### src/rtl/cnn_conv1_acc_relu.sv
// Accumulates TAPS signed products plus a channel bias, then applies ReLU, a shift and clip to an activation.
// Latency: out_vld rises 1 cycle after the last-tap accept; minimum period is TAPS+1 cycles per output.
// Backpressure: prod_rdy drops while an output is pending; the output holds stable until out_rdy=1.
//
// Ports:
//   ap_clk, ap_rst              single rising-edge clock, synchronous active-high reset
//   prod_dat/prod_vld/prod_rdy  signed product stream, one product per tap
//   bias                        signed channel bias, sampled only on the first-tap accept
//   out_dat/out_vld/out_rdy     unsigned activation result with valid/ready handshake
//   out_sat                     result was clipped to the maximum (qualified by out_vld)
module cnn_conv1_acc_relu #(
   parameter int TAPS   = 9,
   parameter int PROD_W = 24,
   parameter int BIAS_W = 16,
   parameter int ACC_W  = 28,
   parameter int SHIFT  = 8,
   parameter int OUT_W  = 14
) (
   input  logic                     ap_clk,
   input  logic                     ap_rst,
   input  logic signed [PROD_W-1:0] prod_dat,
   input  logic                     prod_vld,
   output logic                     prod_rdy,
   input  logic signed [BIAS_W-1:0] bias,
   output logic        [OUT_W-1:0]  out_dat,
   output logic                     out_vld,
   input  logic                     out_rdy,
   output logic                     out_sat
);

   localparam int CNT_W = $clog2(TAPS + 1);
   localparam logic signed [ACC_W-1:0] MAXV = ACC_W'((1 << OUT_W) - 1);

   typedef enum logic {ST_ACC, ST_OUT} state_t;

   state_t                   state;
   logic [CNT_W-1:0]         tap_cnt;
   logic signed [ACC_W-1:0]  acc;
   logic signed [ACC_W-1:0]  sum;
   logic signed [ACC_W-1:0]  shr;
   logic signed [ACC_W-1:0]  prod_ext;
   logic signed [ACC_W-1:0]  bias_ext;
   logic                     accept;
   logic                     last;

   assign prod_rdy = (state == ST_ACC);
   assign accept   = prod_vld && prod_rdy;
   assign last     = (tap_cnt == CNT_W'(TAPS - 1));
   assign prod_ext = {{(ACC_W - PROD_W){prod_dat[PROD_W-1]}}, prod_dat};
   assign bias_ext = {{(ACC_W - BIAS_W){bias[BIAS_W-1]}}, bias};

   // Running sum including the product presented this cycle; the first tap
   // starts from the bias instead of the previous window's accumulator.
   always_comb begin
      sum = '0;
      if (tap_cnt == '0) begin
         sum = bias_ext + prod_ext;
      end else begin
         sum = acc + prod_ext;
      end
   end

   assign shr = sum >>> SHIFT;

   always_ff @(posedge ap_clk) begin
      if (ap_rst) begin
         state   <= ST_ACC;
         tap_cnt <= '0;
         acc     <= '0;
         out_vld <= 1'b0;
         out_dat <= '0;
         out_sat <= 1'b0;
      end else begin
         case (state)
            ST_ACC: begin
               if (accept) begin
                  acc <= sum;
                  if (last) begin
                     tap_cnt <= '0;
                     state   <= ST_OUT;
                     out_vld <= 1'b1;
                     // ReLU on the full-precision sum, then shift and clip.
                     if (sum[ACC_W-1]) begin
                        out_dat <= '0;
                        out_sat <= 1'b0;
                     end else if (shr > MAXV) begin
                        out_dat <= {OUT_W{1'b1}};
                        out_sat <= 1'b1;
                     end else begin
                        out_dat <= shr[OUT_W-1:0];
                        out_sat <= 1'b0;
                     end
                  end else begin
                     tap_cnt <= tap_cnt + CNT_W'(1);
                  end
               end
            end
            ST_OUT: begin
               if (out_rdy) begin
                  out_vld <= 1'b0;
                  state   <= ST_ACC;
               end
            end
            default: state <= ST_ACC;
         endcase
      end
   end

endmodule

### config.mk
export PLATFORM = sky130hd
export DESIGN_NAME = cnn_conv1_acc_relu
export DESIGN_NICKNAME = d
export VERILOG_FILES = /design/src/rtl/cnn_conv1_acc_relu.sv
export SDC_FILE = /design/constraint.sdc
export NUM_CORES = 1
export LEC_CHECK = 0
export CORE_UTILIZATION = 46
export CTS_CLUSTER_DIAMETER = 60
export DETAILED_ROUTE_END_ITERATION = 7
export PLACE_DENSITY = 0.73
export SLEW_MARGIN = 15
export SYNTH_ARGS = -nofsm -noshare
export SYNTH_HDL_FRONTEND = slang
export SYNTH_SLANG_ARGS = --single-unit
### constraint.sdc
create_clock -name ap_clk -period 5.3 [get_ports ap_clk]
set_input_delay 1.06 -clock ap_clk [delete_from_list [all_inputs] [get_ports ap_clk]]
set_output_delay 1.06 -clock ap_clk [all_outputs]
set_load 0.05 [all_outputs]
==> flow_summary.ini <==
[outcome]
status = completed

[clock_network]
cts.clk_slew.worst_paths_ns = 0.10
post_cts_buffers = 0
root_buffer = clkbuf_8
clock_sinks = 49
clk_latency_ns = 0.32
clk_path_buf_depth = 2
cts_resized = 0
numCtsBuffers = 5
tritoncts = done
hold_buffers = 0
htree_levels = 2

[synth]
ys_ff_latch = 49
netlist.area_leader.share_pct = 21.0
synth_seq_area_share_pct = 21.0
netlist_instances = 578
synth-edff-count = 0
syn_nets = 677
synth_area_per_cell_um2 = 8.07
synth_ff_type = dfxtp_1
synth_cell_types = 66
synth_top_cell_by_area = dfxtp_1
syn_area_um2 = 4660
synth_area_leaders = dfxtp_1 (21%), ha_1 (14%), a21oi_1 (6.4%)
async_flop_share_pct = 0
synth.most_common_cell = nor2_1
netlist_top_cells_count = nor2_1 (61), a21oi_1 (60), nand2_1 (57)
synth_warnings = 0

[critical_path]
crit_required_ns = 5.51
start_kind = primary input
slowest_stage = fa_1
endpoint_kind = flip-flop
path_class = in2reg
worst_path_most_repeated_cell = a221o_2
crit_chain = clkdlybuf4s50_1, ha_1, fa_1, a211oi_2, o21ai_2, a221o_2, a2111oi_2, o21bai_1, a2bb2oi_1, xor2_1, a21oi_2, a41oi_4, a221o_2
cpPeakStageDelay_ns = 0.45
cp_max_fo = 15
cp.arrival_ns = 4.70

[floorplanning]
die_h_um = 103
row_count = 36
die_area_um2 = 10500
die_w_um = 103
pin_count = 61
core_area_um2 = 9820
start_util_pct = 47.5

[layout]
diodes = 0
finalInstanceArea_um2 = 5400
multi_input_area_um2 = 3460
layout.area.seq_um2 = 981
area.growth.synth_to_final_pct = 15.8
n_fill_cell = 971
stdcell_count = 761
final_nets = 726
drive_gt1_share_pct = 7.17
fin_util_pct = 55.0

[global_routing]
grt_pass1_wl_mm = 20.3
grt_max_degree = 46
grt_usage_pct = 24.7
grt_overflow = 0
grt_pass1_vias = 4099
antenna_found_initial = 0

[timing]
tightest_slew_ns = 1.13
period_minus_slack_ns = 4.49
post-route-period-util_pct = 84.7
fin_worst_skew_ns = 0.00884
clock.fmax_mhz = 223
rsz0062_at_grt = no
finalMaxSlewViolations = 0
tns_ns = 0
worst_slack_ns = 0.813
setup_viol = 0
hold_viol = 0
relSlewSlack_pct = 24.0
whs_ns = 0.472

[placed_design]
dp.cells = 753
dp_hpwl_mm = 9.56
placed_cell_area_um2 = 5300
dpl_worst_slack_ns = 0.511
port_buffers = 60
globalplace.congestion = 0.956

[worst_hold_path]
hp-class = reg2reg

[power_and_ir_drop]
p_per_area_nw_per_um2 = 242
total_power_mw = 1.31
leakagePower_nw = 2.32
ir_worst_vdd_mv = 0.149

[detailed_routing]
drc = 0
wl_mm = 12.5
drt_iter0_markers = 273
routed_via_density = 5.88
ant_nets = 0
wl_per_cell_um = 16.5
dr_total_vias = 4473
drtPass1Iterations = 5

[run]
maxCapViolations = 0
[metal layers]
| metal | global-route usage [%] | vias up | share of wire, % |
|---|---|---|---|
| li1 | - | 2247 | - |
| met4 | 4.84 | 0 | 1.2 |
| met1 | 37.4 | 2069 | 52 |
| met3 | 1.42 | 14 | 5.2 |
| met2 | 38.5 | 143 | 42 |
| met5 | 0 | - | 0 |
[worst paths after layout]
check / startpoint / endpoint / slack, ns / depth (start not counted)
worst max-delay path: prod_dat[0] / out_dat[9]$_SDFFE_PP0P_ / 0.81 / 13
worst min-delay path: out_vld$_SDFFE_PP0P_ / out_vld$_SDFFE_PP0P_ / 0.47 / 2
worst max register to register: acc[0]$_SDFFE_PP0P_ / out_dat[9]$_SDFFE_PP0P_ / 1.70 / 12
worst min register to register: out_vld$_SDFFE_PP0P_ / out_vld$_SDFFE_PP0P_ / 0.47 / 2
[registers in the layout (all words and copies together), names as in the netlist]
register  cells
out_dat      14
acc          28
out_vld       1
tap_cnt       4
state         1
out_sat       1
[cell families after synthesis]
| logic type | count (synthesis) | synth area share (%) |
|---|---|---|
| compound gates | 215 | 33.0 |
| simple gates | 174 | 16.6 |
| fa+ha+maj | 55 | 15.1 |
| flops | 49 | 21.0 |
| xor+xnor | 46 | 8.64 |
| buf+inv | 35 | 4.72 |
| mux | 4 | 0.885 |
[worst max-delay path, delay by kind of cell]
| family | cells | cell delay (ns) |
|---|---|---|
| buffers and inverters | 1 | 0.43 |
| adder cells (fa/ha/maj) | 2 | 0.68 |
| AO/OA/AOI/OAI | 9 | 2.37 |
| XOR/XNOR | 1 | 0.16 |
[layout by cell type (no fill, tap or decap), drive strengths merged, types with 6 or more instances in the layout]
master / Yosys / routed
a21oi: 64 / 64
nor2: 61 / 61
clkdlybuf4s50: 0 / 60
nand2: 57 / 57
ha: 53 / 53
dfxtp: 49 / 49
o21ai: 30 / 30
xnor2: 25 / 25
a21o: 23 / 23
xor2: 21 / 21
a211oi: 19 / 19
nor3: 14 / 14
a221o: 13 / 13
inv: 11 / 12
nand2b: 9 / 9
o211ai: 8 / 8
nand3: 8 / 8
o21bai: 7 / 7
a31oi: 7 / 7
a311oi: 7 / 7
nand4: 6 / 6
clkbuf: 15 / 6
buf: 6 / 6
nor2b: 6 / 6
[where the power goes]
| group | switching [mW] | internal (mW) | total (mW) |
|---|---|---|---|
| logic | 0.375 | 0.265 | 0.640 |
| registers | 0.0166 | 0.395 | 0.412 |
| clock network | 0.148 | 0.109 | 0.257 |
[cell type report]
type,instances,area share [%]
clock buffers,6,1.53
clock inverters,2,0.324
inverters,11,0.765
multi-input cells,494,64.2
flip-flops and latches,49,18.2
well taps,133,3.08
repair buffers,66,12.0
(Power assumes the default switching activity.)
